<file path="config.mk">
export PLATFORM = sky130hd
export DESIGN_NAME = ena_sequencer
export DESIGN_NICKNAME = d
export VERILOG_FILES = /design/src/rtl/ena_seq_pkg.sv /design/src/rtl/ena_sequencer_rr_arbiter.sv /design/src/rtl/ena_sequencer.sv
export SDC_FILE = /design/constraint.sdc
export NUM_CORES = 1
export LEC_CHECK = 0
export ABC_AREA = 1
export ABC_CLOCK_PERIOD_IN_PS = 3500
export BUFFER_PORTS_ARGS = -buffer_cell sky130_fd_sc_hd__clkbuf_2
export CELL_PAD_IN_SITES_DETAIL_PLACEMENT = 0
export CELL_PAD_IN_SITES_GLOBAL_PLACEMENT = 2
export CORE_MARGIN = 3
export CORE_UTILIZATION = 30
export DETAILED_ROUTE_END_ITERATION = 10
export PLACE_DENSITY_LB_ADDON = 0.2
export SETUP_SLACK_MARGIN = 0.5
export SLEW_MARGIN = 20
export SYNTH_ARGS = -nofsm -noshare
export SYNTH_HDL_FRONTEND = slang
export SYNTH_SLANG_ARGS = --single-unit
</file>
<file path="constraint.sdc">
create_clock -name clkB -period 3.5 [get_ports clkB]
set_input_delay 0.175 -clock clkB [delete_from_list [all_inputs] [get_ports clkB]]
set_output_delay 0.175 -clock clkB [all_outputs]
set_load 0.05 [all_outputs]
</file>
<file path="src/rtl/ena_seq_pkg.sv">
// Shared types and defaults for the clkB enable sequencer.
// Optional abort behaviour is enabled with ENA_SEQ_ABORT_EN.
package ena_seq_pkg;

    typedef enum logic [1:0] {
        IDLE = 2'd0,
        STEP = 2'd1,
        DONE = 2'd2
    } state_e;

    localparam int NREQ_DEF    = 4;
    localparam int NSTAGE_DEF  = 4;
    localparam int DWELL_W_DEF = 4;

    // Index width for n items, never narrower than one bit
    function automatic int step_w(input int n);
        return (n > 1) ? $clog2(n) : 1;
    endfunction

endpackage

</file>
<file path="src/rtl/ena_sequencer_rr_arbiter.sv">
// Round-robin pick: first requester at or after the pointer.
// Purely combinational; the sequencer registers the result.
module rr_arbiter
    import ena_seq_pkg::*;
#(
    parameter int  NREQ = NREQ_DEF,
    localparam int PW   = step_w(NREQ)
) (
    input  logic [NREQ-1:0] req,
    input  logic [PW-1:0]   pointer,
    output logic [NREQ-1:0] pick
);

    logic [PW-1:0] idx;

    // Scan from farthest to nearest so the nearest hit wins
    always_comb begin
        pick = '0;
        idx  = '0;
        for (int k = NREQ - 1; k >= 0; k--) begin
            idx = PW'((int'(pointer) + k) % NREQ);
            if (req[idx]) begin
                pick      = '0;
                pick[idx] = 1'b1;
            end
        end
    end

endmodule

</file>
<file path="src/rtl/ena_sequencer.sv">
// Staggered stage-enable sequencer shared by round-robin requesters.
// Define ENA_SEQ_ABORT_EN to let a dropped request abort its sequence.
module ena_sequencer
    import ena_seq_pkg::*;
#(
    parameter int NREQ    = NREQ_DEF,
    parameter int NSTAGE  = NSTAGE_DEF,
    parameter int DWELL_W = DWELL_W_DEF
) (
    input  logic               clkB,
    input  logic               rst_n,
    input  logic [NREQ-1:0]    req,
    input  logic [DWELL_W-1:0] dwell,
    output logic [NREQ-1:0]    grant,
    output logic [NREQ-1:0]    ack,
    output logic               busy,
    output logic [NSTAGE-1:0]  ena
);

    localparam int SW = step_w(NSTAGE);
    localparam int PW = step_w(NREQ);

    state_e             state_q, state_d;
    logic [NREQ-1:0]    grant_q, grant_d;
    logic [NREQ-1:0]    ack_q, ack_d;
    logic               busy_q, busy_d;
    logic [NSTAGE-1:0]  ena_q, ena_d;
    logic [PW-1:0]      ptr_q, ptr_d;
    logic [SW-1:0]      step_q, step_d;
    logic [DWELL_W-1:0] cnt_q, cnt_d;
    logic [DWELL_W-1:0] dwell_q, dwell_d;

    logic [NREQ-1:0] pick;
    logic [PW-1:0]   gidx;
    logic [PW-1:0]   ptr_nxt;
    logic            tc;
    logic            last_step;
    logic            abort;

    function automatic logic [NSTAGE-1:0] ena_mask(input logic [SW-1:0] s);
        logic [NSTAGE-1:0] m;
        for (int i = 0; i < NSTAGE; i++) begin
            m[i] = (SW'(i) >= s);
        end
        return m;
    endfunction

    rr_arbiter #(
        .NREQ (NREQ)
    ) u_arb (
        .req     (req),
        .pointer (ptr_q),
        .pick    (pick)
    );

    always_comb begin
        gidx = '0;
        for (int i = 0; i < NREQ; i++) begin
            if (grant_q[i]) gidx = PW'(i);
        end
    end

    assign ptr_nxt   = (gidx == PW'(NREQ - 1)) ? '0 : gidx + 1'b1;
    assign tc        = (cnt_q == dwell_q);
    assign last_step = (step_q == SW'(NSTAGE - 1));

`ifdef ENA_SEQ_ABORT_EN
    assign abort = ~|(req & grant_q);
`else
    assign abort = 1'b0;
`endif

    always_comb begin
        state_d = state_q;
        grant_d = grant_q;
        ack_d   = '0;
        busy_d  = busy_q;
        ena_d   = ena_q;
        ptr_d   = ptr_q;
        step_d  = step_q;
        cnt_d   = cnt_q;
        dwell_d = dwell_q;
        unique case (state_q)
            IDLE: begin
                if (|req) begin
                    state_d = STEP;
                    grant_d = pick;
                    busy_d  = 1'b1;
                    ena_d   = '1;
                    step_d  = '0;
                    cnt_d   = '0;
                    dwell_d = dwell;
                end
            end
            STEP: begin
                if (abort) begin
                    state_d = IDLE;
                    grant_d = '0;
                    busy_d  = 1'b0;
                    ena_d   = '0;
                    ptr_d   = ptr_nxt;
                    step_d  = '0;
                    cnt_d   = '0;
                end else if (tc) begin
                    cnt_d = '0;
                    if (last_step) begin
                        state_d = DONE;
                        ena_d   = '0;
                        ack_d   = grant_q;
                    end else begin
                        step_d = step_q + 1'b1;
                        ena_d  = ena_mask(step_d);
                    end
                end else begin
                    cnt_d = cnt_q + 1'b1;
                end
            end
            DONE: begin
                state_d = IDLE;
                grant_d = '0;
                busy_d  = 1'b0;
                ptr_d   = ptr_nxt;
                step_d  = '0;
                cnt_d   = '0;
            end
            default: begin
                state_d = IDLE;
                grant_d = '0;
                busy_d  = 1'b0;
                ena_d   = '0;
            end
        endcase
    end

    always_ff @(posedge clkB or negedge rst_n) begin
        if (!rst_n) begin
            state_q <= IDLE;
            grant_q <= '0;
            ack_q   <= '0;
            busy_q  <= 1'b0;
            ena_q   <= '0;
            ptr_q   <= '0;
            step_q  <= '0;
            cnt_q   <= '0;
            dwell_q <= '0;
        end else begin
            state_q <= state_d;
            grant_q <= grant_d;
            ack_q   <= ack_d;
            busy_q  <= busy_d;
            ena_q   <= ena_d;
            ptr_q   <= ptr_d;
            step_q  <= step_d;
            cnt_q   <= cnt_d;
            dwell_q <= dwell_d;
        end
    end

    assign grant = grant_q;
    assign ack   = ack_q;
    assign busy  = busy_q;
    assign ena   = ena_q;

endmodule
</file>
==> results of run 1 <==
## worst max-delay path: stages (launching register included)
cell and delay, ns:
dfrtp_1 0.52, inv_2 0.14, ha_1 0.35, inv_1 0.09, nand3_1 0.10, nand2_1 0.20
o21ai_0 0.11, inv_1 0.06, nand2_1 0.05, nand2_1 0.05, nand2_1 0.04
## logic make-up after synthesis
kind of cell,after synthesis
fa+ha+maj,13
xor+xnor,5
buf+inv,29
simple gates,113
flops,27
compound gates,23
## cell type report
class                   count  area, sq um
clock buffers               3         41.3
well taps                  70         87.6
inverters                  29          109
flip-flops and latches     27          676
clock inverters             1         7.51
repair buffers             23          120
fillers                   561         3280
multi-input cells         154          850
## stage by stage
| stage | util | cells | instance area, sq um | hold slack, ns | setup WS (ns) |
|---|---|---|---|---|---|
| after floorplan | - | 210 | 1630 | -0.121 | 1.93 |
| after global placement | 0.354 | 302 | 1830 | 0.271 | 1.76 |
| after detailed placement | 0.354 | 302 | 1830 | 0.271 | 1.73 |
| after CTS | 0.366 | 307 | 1890 | 0.0848 | 1.73 |
| after global routing | 0.366 | 307 | 1890 | 0.0784 | 1.56 |
| final | 0.366 | 307 | 1890 | 0.0937 | 1.70 |
## repair_timing
item	4_1_cts	5_1_grt
hold buffers	1	0
hold endpoints to repair	27	0
buffers inserted	0	0
## per-layer routing
metal / part of all wire / track usage / vias up
li1: - / - / 716
met1: 0.47 / 0.164 / 635
met2: 0.51 / 0.240 / 10
met3: 0.012 / 0.0169 / 2
met4: 0.0084 / 0.0405 / 0
met5: 0 / 0 / -
## report_power, final
| part | switching (uW) | internal [uW] | total, uW | leakage (uW) |
|---|---|---|---|---|
| registers | 101 | 427 | 528 | 0.000332 |
| logic | 450 | 197 | 648 | 0.000686 |
| clock network | 105 | 80.9 | 186 | 0.0000217 |
| total | 656 | 706 | 1360 | 0.00104 |
## flip-flops by register name (all words and copies together) (netlist names)
| name | count |
|---|---|
| step_q | 2 |
| grant | 4 |
| ptr_q | 2 |
| dwell_q | 4 |
| ena | 4 |
| busy | 1 |
| cnt_q | 4 |
| ack | 4 |
| state_q | 2 |
## how the worst max path moves through the flow
stage,to,depth (start not counted)
finish,grant[1],10
global route,grant[1],10
CTS,grant[1],10
detailed placement,grant[1],10
global placement,grant[3],10
floorplan,grant[2],10
## cell usage in the layout, fill, tap and decap left out, types with 2 or more instances in the layout
master,n
nand3_1,23
nand3b_1,2
inv_2,6
a21oi_1,4
inv_1,23
o21ai_0,16
ha_1,13
dfrtp_1,27
nor2_1,14
nor2_2,2
clkbuf_8,3
nand2_1,62
clkbuf_2,22
nand2_2,3
nand4_1,3
xor2_1,4
==> flow_metrics.py, run 1 <==
metrics = {
    "outcome": {
        "status": "complete, no violations",
    },
    "power_and_ir_drop": {
        "fin_total_pwr_uw": 1360,
        "p_leak_uw": 0.00104,
        "powerDensity_mw_per_mm2": 720,
        "ir_worst_vdd_mv": 0.210,
    },
    "clock_network": {
        "clk-insertion-delay-late_ns": 0.27,
        "cts_root_buf": "clkbuf_8",
        "htree_levels": 1,
        "cts_buffers": 3,
        "clk_pin_slew_ns": 0.10,
        "cts_buffer_depth": 2,
        "cts.sinks": 27,
        "cts-resized-gates": 0,
        "cts_tree": "yes",
    },
    "min_path": {
        "hold_depth": 3,
        "hp-class": "in2reg",
        "hold_start": "dwell[3]",
        "min_to": "dwell_q[3]",
    },
    "routing": {
        "wl_um": 3800,
        "drt_pass1_iterations": 5,
        "wl_per_cell_um": 12.4,
        "drc": 0,
        "vias": 1363,
        "ant_nets": 0,
        "viasPerCell": 4.44,
        "drt-initial-drc-count": 67,
    },
    "global_route": {
        "grt_pass1_vias": 1419,
        "grt_pass1_wl_um": 6730,
        "grt_overflow_total": 0,
        "antenna_found_initial": 0,
        "grt_max_degree": 28,
        "grt_usage": 0.133,
    },
    "placed_design": {
        "hpwl_um": 2930,
        "io_buffer_count": 22,
        "gp_congestion": 0.784,
    },
    "logic_synthesis": {
        "synth_nets": 233,
        "yosysTopAreaCell": "dfrtp_1",
        "synth_xor_area_frac": 0.0268,
        "yosysMostFrequentCell": "nand2_1",
        "synthMuxAreaShare": 0,
        "synth_compound_area_frac": 0.0781,
        "syn_avg_cell_area_sq_um": 7.78,
        "ys.warnings.count": 0,
        "synthCells": 210,
        "synth_seq_cells": 27,
        "synth_edf_count": 0,
        "synthTopCellsByArea": "dfrtp_1, nand2_1, ha_1, nand3_1, inv_1",
        "synthArstFlopShare": 1.00,
        "synth_seq_area_share": 0.413,
        "synth.distinct_cells": 22,
        "synth_area_sq_mm": 0.00163,
        "yosys-top-cells-count": "nand2_1, dfrtp_1, inv_1, nand3_1, o21ai_0",
        "synth_ff_type": "dfrtp_1",
        "netlist.area_leader.share": 0.413,
        "yosys.area_share.simple": 0.315,
        "synth_fa_ha_area_frac": 0.0995,
        "synth_top_family_by_area": "simple AND/OR/NAND/NOR gates",
    },
    "sta": {
        "drv_slew": 0,
        "report.final.hold_viol_count": 0,
        "fin_tns_setup_ns": 0,
        "fin_skew_ns": 0.00159,
        "fin_crit_ns": 1.80,
        "relSlewSlack": 0.527,
        "rsz0062_at_grt": "false",
        "max_freq_mhz": 555,
        "min_period_over_period": 0.514,
        "tightest_slew_ns": 0.709,
        "setup_viol": 0,
    },
    "floorplan": {
        "std_cell_rows": 26,
        "start_util": 0.316,
        "core-area_sq_mm": 0.00517,
        "io_pins": 23,
        "die_y_um": 79.8,
        "dieArea_sq_mm": 0.00637,
        "die_x_um": 79.8,
    },
    "cells_and_area": {
        "area_growth_pct": 15.7,
        "drive_gt1_frac": 0.177,
        "insertedDiodeCount": 0,
        "final_nets": 261,
    },
    "job": {
        "maxCapViolations": 0,
    },
    "critical_path": {
        "crit-reg2reg-launch": "ptr_q[0]",
        "cp-start-kind": "flip-flop",
        "r2r_cells": 10,
        "worstSetupEndpointType": "flip-flop",
        "crit_arrival_ns": 1.98,
        "r2r-end": "grant[1]",
        "cp-startpoint": "ptr_q[0]",
        "critical_path.max_fanout": 9,
        "crit_required_ns": 3.68,
        "r2r_slack_ns": 1.70,
        "path_class": "reg2reg",
    },
}
(Power assumes the default switching activity.)
==> run 2: changes to the inputs <==
- ABC_CLOCK_PERIOD_IN_PS: 3500 -> 1900
- clock period: 3.5 -> 1.9 ns (I/O delays scaled with it)
==> flow_metrics.py, run 2 (synthesized netlist as in run 1, its figures left out) <==
metrics = {
    "outcome": {
        "status": "complete, no violations",
    },
    "clock_network": {
        "cts_root_buf": "clkbuf_8",
        "cts.sinks": 27,
        "clk_pin_slew_ns": 0.10,
        "cts_buffers": 3,
        "htree_levels": 1,
        "cts_tree": "yes",
        "cts_buffer_depth": 2,
        "clk-insertion-delay-late_ns": 0.28,
    },
    "routing": {
        "drt-initial-drc-count": 42,
        "viasPerCell": 4.53,
        "vias": 1468,
        "top_layer": "met4",
        "wl_met3_um": 55,
        "met1_length_um": 1730,
        "ant_nets": 0,
        "wl_per_cell_um": 12.2,
        "drc": 0,
        "wl_um": 3940,
        "met2_wirelength_um": 2100,
        "drt_pass1_iterations": 4,
    },
    "cells_and_area": {
        "fin_cells": 324,
        "area_growth_pct": 34.4,
        "final_common_cell": "nand2_1",
        "drive_gt1_frac": 0.350,
        "final_nets": 278,
        "final_cell_mix": "nand2_1, dfrtp_1, clkbuf_2",
        "insertedDiodeCount": 0,
        "fillers": 544,
        "fin_util": 0.425,
    },
    "global_route": {
        "grt_max_degree": 28,
        "grt_pass1_vias": 1493,
        "grt_overflow_total": 0,
        "antenna_found_initial": 0,
        "grt_pass1_wl_um": 6740,
        "grt_usage": 0.134,
    },
    "critical_path": {
        "r2r_cells": 10,
        "critical_path.max_fanout": 7,
        "worstSetupEndpointType": "flip-flop",
        "crit-reg2reg-launch": "ptr_q[0]",
        "cp-startpoint": "ptr_q[0]",
        "r2r-end": "grant[1]",
        "crit_required_ns": 2.08,
        "cp-start-kind": "flip-flop",
        "r2r_slack_ns": 0.55,
        "crit_arrival_ns": 1.53,
        "path_class": "reg2reg",
        "crit_path_end": "grant[1]",
    },
    "sta": {
        "min_period_over_period": 0.710,
        "tightest_slew_ns": 0.692,
        "max_freq_mhz": 741,
        "fin_skew_ns": 0.00133,
        "relSlewSlack": 0.539,
        "rsz0062_at_grt": "true",
        "report.final.hold_viol_count": 0,
        "drv_slew": 0,
        "setup_viol": 0,
        "fin_crit_ns": 1.35,
        "fin_tns_setup_ns": 0,
    },
    "power_and_ir_drop": {
        "powerDensity_mw_per_mm2": 1220,
        "fin_total_pwr_uw": 2680,
        "p_leak_uw": 0.00114,
        "ir_worst_vdd_mv": 0.416,
    },
    "floorplan": {
        "std_cell_rows": 26,
        "io_pins": 23,
        "dieArea_sq_mm": 0.00637,
        "die_y_um": 79.8,
        "core-area_sq_mm": 0.00517,
        "start_util": 0.316,
        "die_x_um": 79.8,
    },
    "placed_design": {
        "gp_congestion": 0.775,
        "io_buffer_count": 22,
        "hpwl_um": 2910,
        "place_inst": 302,
    },
    "job": {
        "maxCapViolations": 0,
    },
    "min_path": {
        "hp-class": "in2reg",
    },
}
## run 2: changes by cell type in the layout (fill, tap and decap cells not counted), sizes merged
cell,before,now
buf,0,17
## run 2: metrics by stage
step                hold slack, ns  worst slack (ns)  cell area [sq um]
finish                     0.00546             0.550               2200
global route               0.00111             0.448               2200
CTS                        0.00167             0.503               1990
detailed placement           0.183             0.347               1850
global placement             0.193             0.363               1850
floorplan                   -0.201             0.486               1650
## run 2: worst min path at each step
stage	start	endpoint	slack (ns)	cells after the start
CTS	dwell[3]	dwell_q[3]	0.002	3
detailed placement	rst_n	ena[0]	0.18	1
global placement	rst_n	ena[0]	0.19	1
floorplan	rst_n	ack[0]	-0.20	0
finish	dwell[2]	dwell_q[2]	0.005	3
global route	dwell[3]	dwell_q[3]	0.001	3
## run 2: final cells by class
type                            instances  area (sq um)  area share
Clock inverter                          1          7.51     0.00342
Inverter                               29           116      0.0530
Tap cell                               70          87.6      0.0399
Multi-Input combinational cell        154          1000       0.456
Timing Repair Buffer                   40           260       0.119
Clock buffer                            3          41.3      0.0188
Sequential cell                        27           682       0.311
## run 2: worst max-delay path, stage by stage (launching register included)
cell	delay, ns
dfrtp_2	0.43
inv_4	0.08
ha_4	0.21
inv_4	0.07
nand3_4	0.07
nand2_4	0.12
o21ai_1	0.07
inv_1	0.05
nand2_1	0.05
nand2_1	0.05
nand2_1	0.04
## run 2: routing by layer
metal	up-vias	track usage
met3	4	0.0169
met2	8	0.246
li1	757	-
met5	-	0
met4	0	0.0507
met1	699	0.157
## run 2: report_power, final
group / total, uW / internal (uW) / switching (uW)
Sequential: 964 / 790 / 173
Clock: 345 / 149 / 196
Combinational: 1370 / 474 / 897
Total: 2680 / 1410 / 1270
## run 2: timing repair
item / CTS / global route
endpoints found under the setup margin: 4 / 14
hold endpoints to repair: 27 / 0
pin swaps: 2 / 8
hold buffers: 1 / 0
gates resized for setup: 10 / 33
setup buffers: 6 / 11
==> run 3: changes to the inputs <==
- ABC_CLOCK_PERIOD_IN_PS: 1900 -> 1400
- clock period: 1.9 -> 1.4 ns (I/O delays scaled with it)
==> flow_metrics.py, run 3 (synthesized netlist as in run 1, its figures left out) <==
metrics = {
    "global_route": {
        "grt_overflow_total": 0,
        "antenna_found_initial": 0,
        "grt_usage": 0.146,
        "grt_pass1_wl_um": 7300,
        "grt_pass1_vias": 1568,
        "grt_max_degree": 28,
    },
    "sta": {
        "tightest_slew_ns": 0.359,
        "fin_skew_ns": 0.00450,
        "drv_slew": 0,
        "setup_viol": 1,
        "rsz0062_at_grt": "true",
        "relSlewSlack": 0.761,
        "fin_crit_ns": 1.40,
        "max_freq_mhz": 714,
        "setup_slack_ns": -0.00147,
        "min_period_over_period": 1.00,
        "report.final.hold_viol_count": 0,
    },
    "floorplan": {
        "std_cell_rows": 26,
        "start_util": 0.316,
        "die_x_um": 79.8,
        "core-area_sq_mm": 0.00517,
        "die_y_um": 79.8,
        "io_pins": 23,
        "dieArea_sq_mm": 0.00637,
    },
    "critical_path": {
        "cpMostUsedCell": "nand2_1",
        "critical_path.max_fanout": 7,
        "crit-reg2reg-launch": "ptr_q[0]",
        "crit_arrival_ns": 1.58,
        "cp-startpoint": "ptr_q[0]",
        "worstSetupEndpointType": "flip-flop",
        "slowest_stage": "dfrtp_2",
        "crit_required_ns": 1.58,
        "slowest_delay_ns": 0.46,
        "path_class": "reg2reg",
        "crit_chain": "inv_4, ha_4, inv_4, nand3_4, nand2_4, o21ai_1, inv_1, nand2_1, nand2_1, nand2_1",
        "cp-start-kind": "flip-flop",
    },
    "clock_network": {
        "cts_buffer_depth": 2,
        "htree_levels": 1,
        "clk-insertion-delay-late_ns": 0.27,
        "cts_root_buf": "clkbuf_8",
        "cts.sinks": 27,
        "cts_buffers": 3,
        "clk_pin_slew_ns": 0.10,
        "cts_tree": "yes",
    },
    "power_and_ir_drop": {
        "p_leak_uw": 0.00126,
        "ir_worst_vdd_mv": 0.659,
        "fin_total_pwr_uw": 4400,
        "powerDensity_mw_per_mm2": 1750,
    },
    "routing": {
        "ant_nets": 0,
        "wl_per_cell_um": 12.0,
        "viasPerCell": 4.52,
        "drt-initial-drc-count": 92,
        "vias": 1542,
        "drt_pass1_iterations": 4,
        "wl_um": 4090,
        "drc": 0,
    },
    "job": {
        "maxCapViolations": 0,
    },
    "placed_design": {
        "dpl_cell_area_sq_mm": 0.00197,
        "hpwl_um": 2960,
        "io_buffer_count": 22,
        "gp_congestion": 0.732,
    },
    "cells_and_area": {
        "final_common_cell": "nand2_1",
        "drive_gt1_frac": 0.435,
        "fin_area_sq_mm": 0.00251,
        "area_growth_pct": 53.4,
        "final_nets": 295,
        "fillers": 527,
        "insertedDiodeCount": 0,
        "final_cell_mix": "nand2_1, buf_4, dfrtp_1",
    },
    "min_path": {
        "hold_start": "dwell[0]",
        "hp-class": "in2reg",
    },
    "outcome": {
        "failed_checks": "negative setup slack",
        "status": "finished with violations",
    },
}
==> run 3: final cells by class <==
| class | instances | area (sq um) | share of cell area |
|---|---|---|---|
| Timing Repair Buffer | 57 | 528 | 0.211 |
| Clock buffer | 3 | 41.3 | 0.0165 |
| Clock inverter | 1 | 7.51 | 0.00300 |
| Sequential cell | 27 | 683 | 0.273 |
| Tap cell | 70 | 87.6 | 0.0349 |
| Multi-Input combinational cell | 154 | 1030 | 0.412 |
| Inverter | 29 | 126 | 0.0504 |
==> run 3: critical path, delay by kind of cell (launching register included) <==
kind,cells,cell delay [ns]
buf+inv,3,0.23
fa+ha+maj,1,0.22
simple gates,5,0.32
flops,1,0.46
compound gates,1,0.07
==> run 3: repair_timing <==
| item | in CTS | in global routing |
|---|---|---|
| endpoints found under the setup margin | 40 | 40 |
| pin swaps | 14 | 13 |
| cloned | 0 | 0 |
| hold endpoints to repair | 30 | 0 |
| hold buffers | 4 | 0 |
| setup buffers | 15 | 6 |
| resized for setup | 54 | 37 |
==> run 3: metrics by stage <==
step | worst slack (ns) | utilization | hold WS [ns] | setup TNS [ns] | cells
6_report | -0.00147 | 0.485 | 0.00161 | -0.00147 | 341
5_1_grt | -0.118 | 0.485 | 0.0211 | -0.530 | 341
4_1_cts | 0.0147 | 0.459 | 0.00264 | 0 | 335
3_5_place_dp | -0.0271 | 0.382 | 0.0973 | -0.0656 | 312
3_3_place_gp | -0.0104 | 0.382 | 0.0987 | -0.0199 | 312
2_1_floorplan | 0.0281 | - | -0.226 | 0 | 210
==> run 3: power by group <==
| group | switching [uW] | internal (uW) | total [uW] |
|---|---|---|---|
| combinational | 1400 | 1170 | 2570 |
| clock | 263 | 202 | 465 |
| sequential | 283 | 1080 | 1360 |
| total | 1940 | 2450 | 4400 |
==> run 3: final timing paths <==
path | end | slack, ns | cells past startpoint
max | grant[2] | -0.001 | 10
min | dwell_q[0] | 0.002 | 3
max reg2reg | grant[2] | -0.001 | 10
min reg2reg | dwell_q[0] | 0.51 | 2
max in group asynchronous | state_q[1] | 0.79 | 3
min in group asynchronous | cnt_q[0] | 0.32 | 3
==> run 3: routing by layer <==
| metal | vias up | part of all wire | track usage |
|---|---|---|---|
| met1 | 734 | 0.43 | 0.175 |
| met4 | 0 | 0.0078 | 0.0355 |
| met2 | 10 | 0.55 | 0.274 |
| met5 | - | 0 | 0 |
| met3 | 2 | 0.011 | 0.0169 |
| li1 | 796 | - | - |
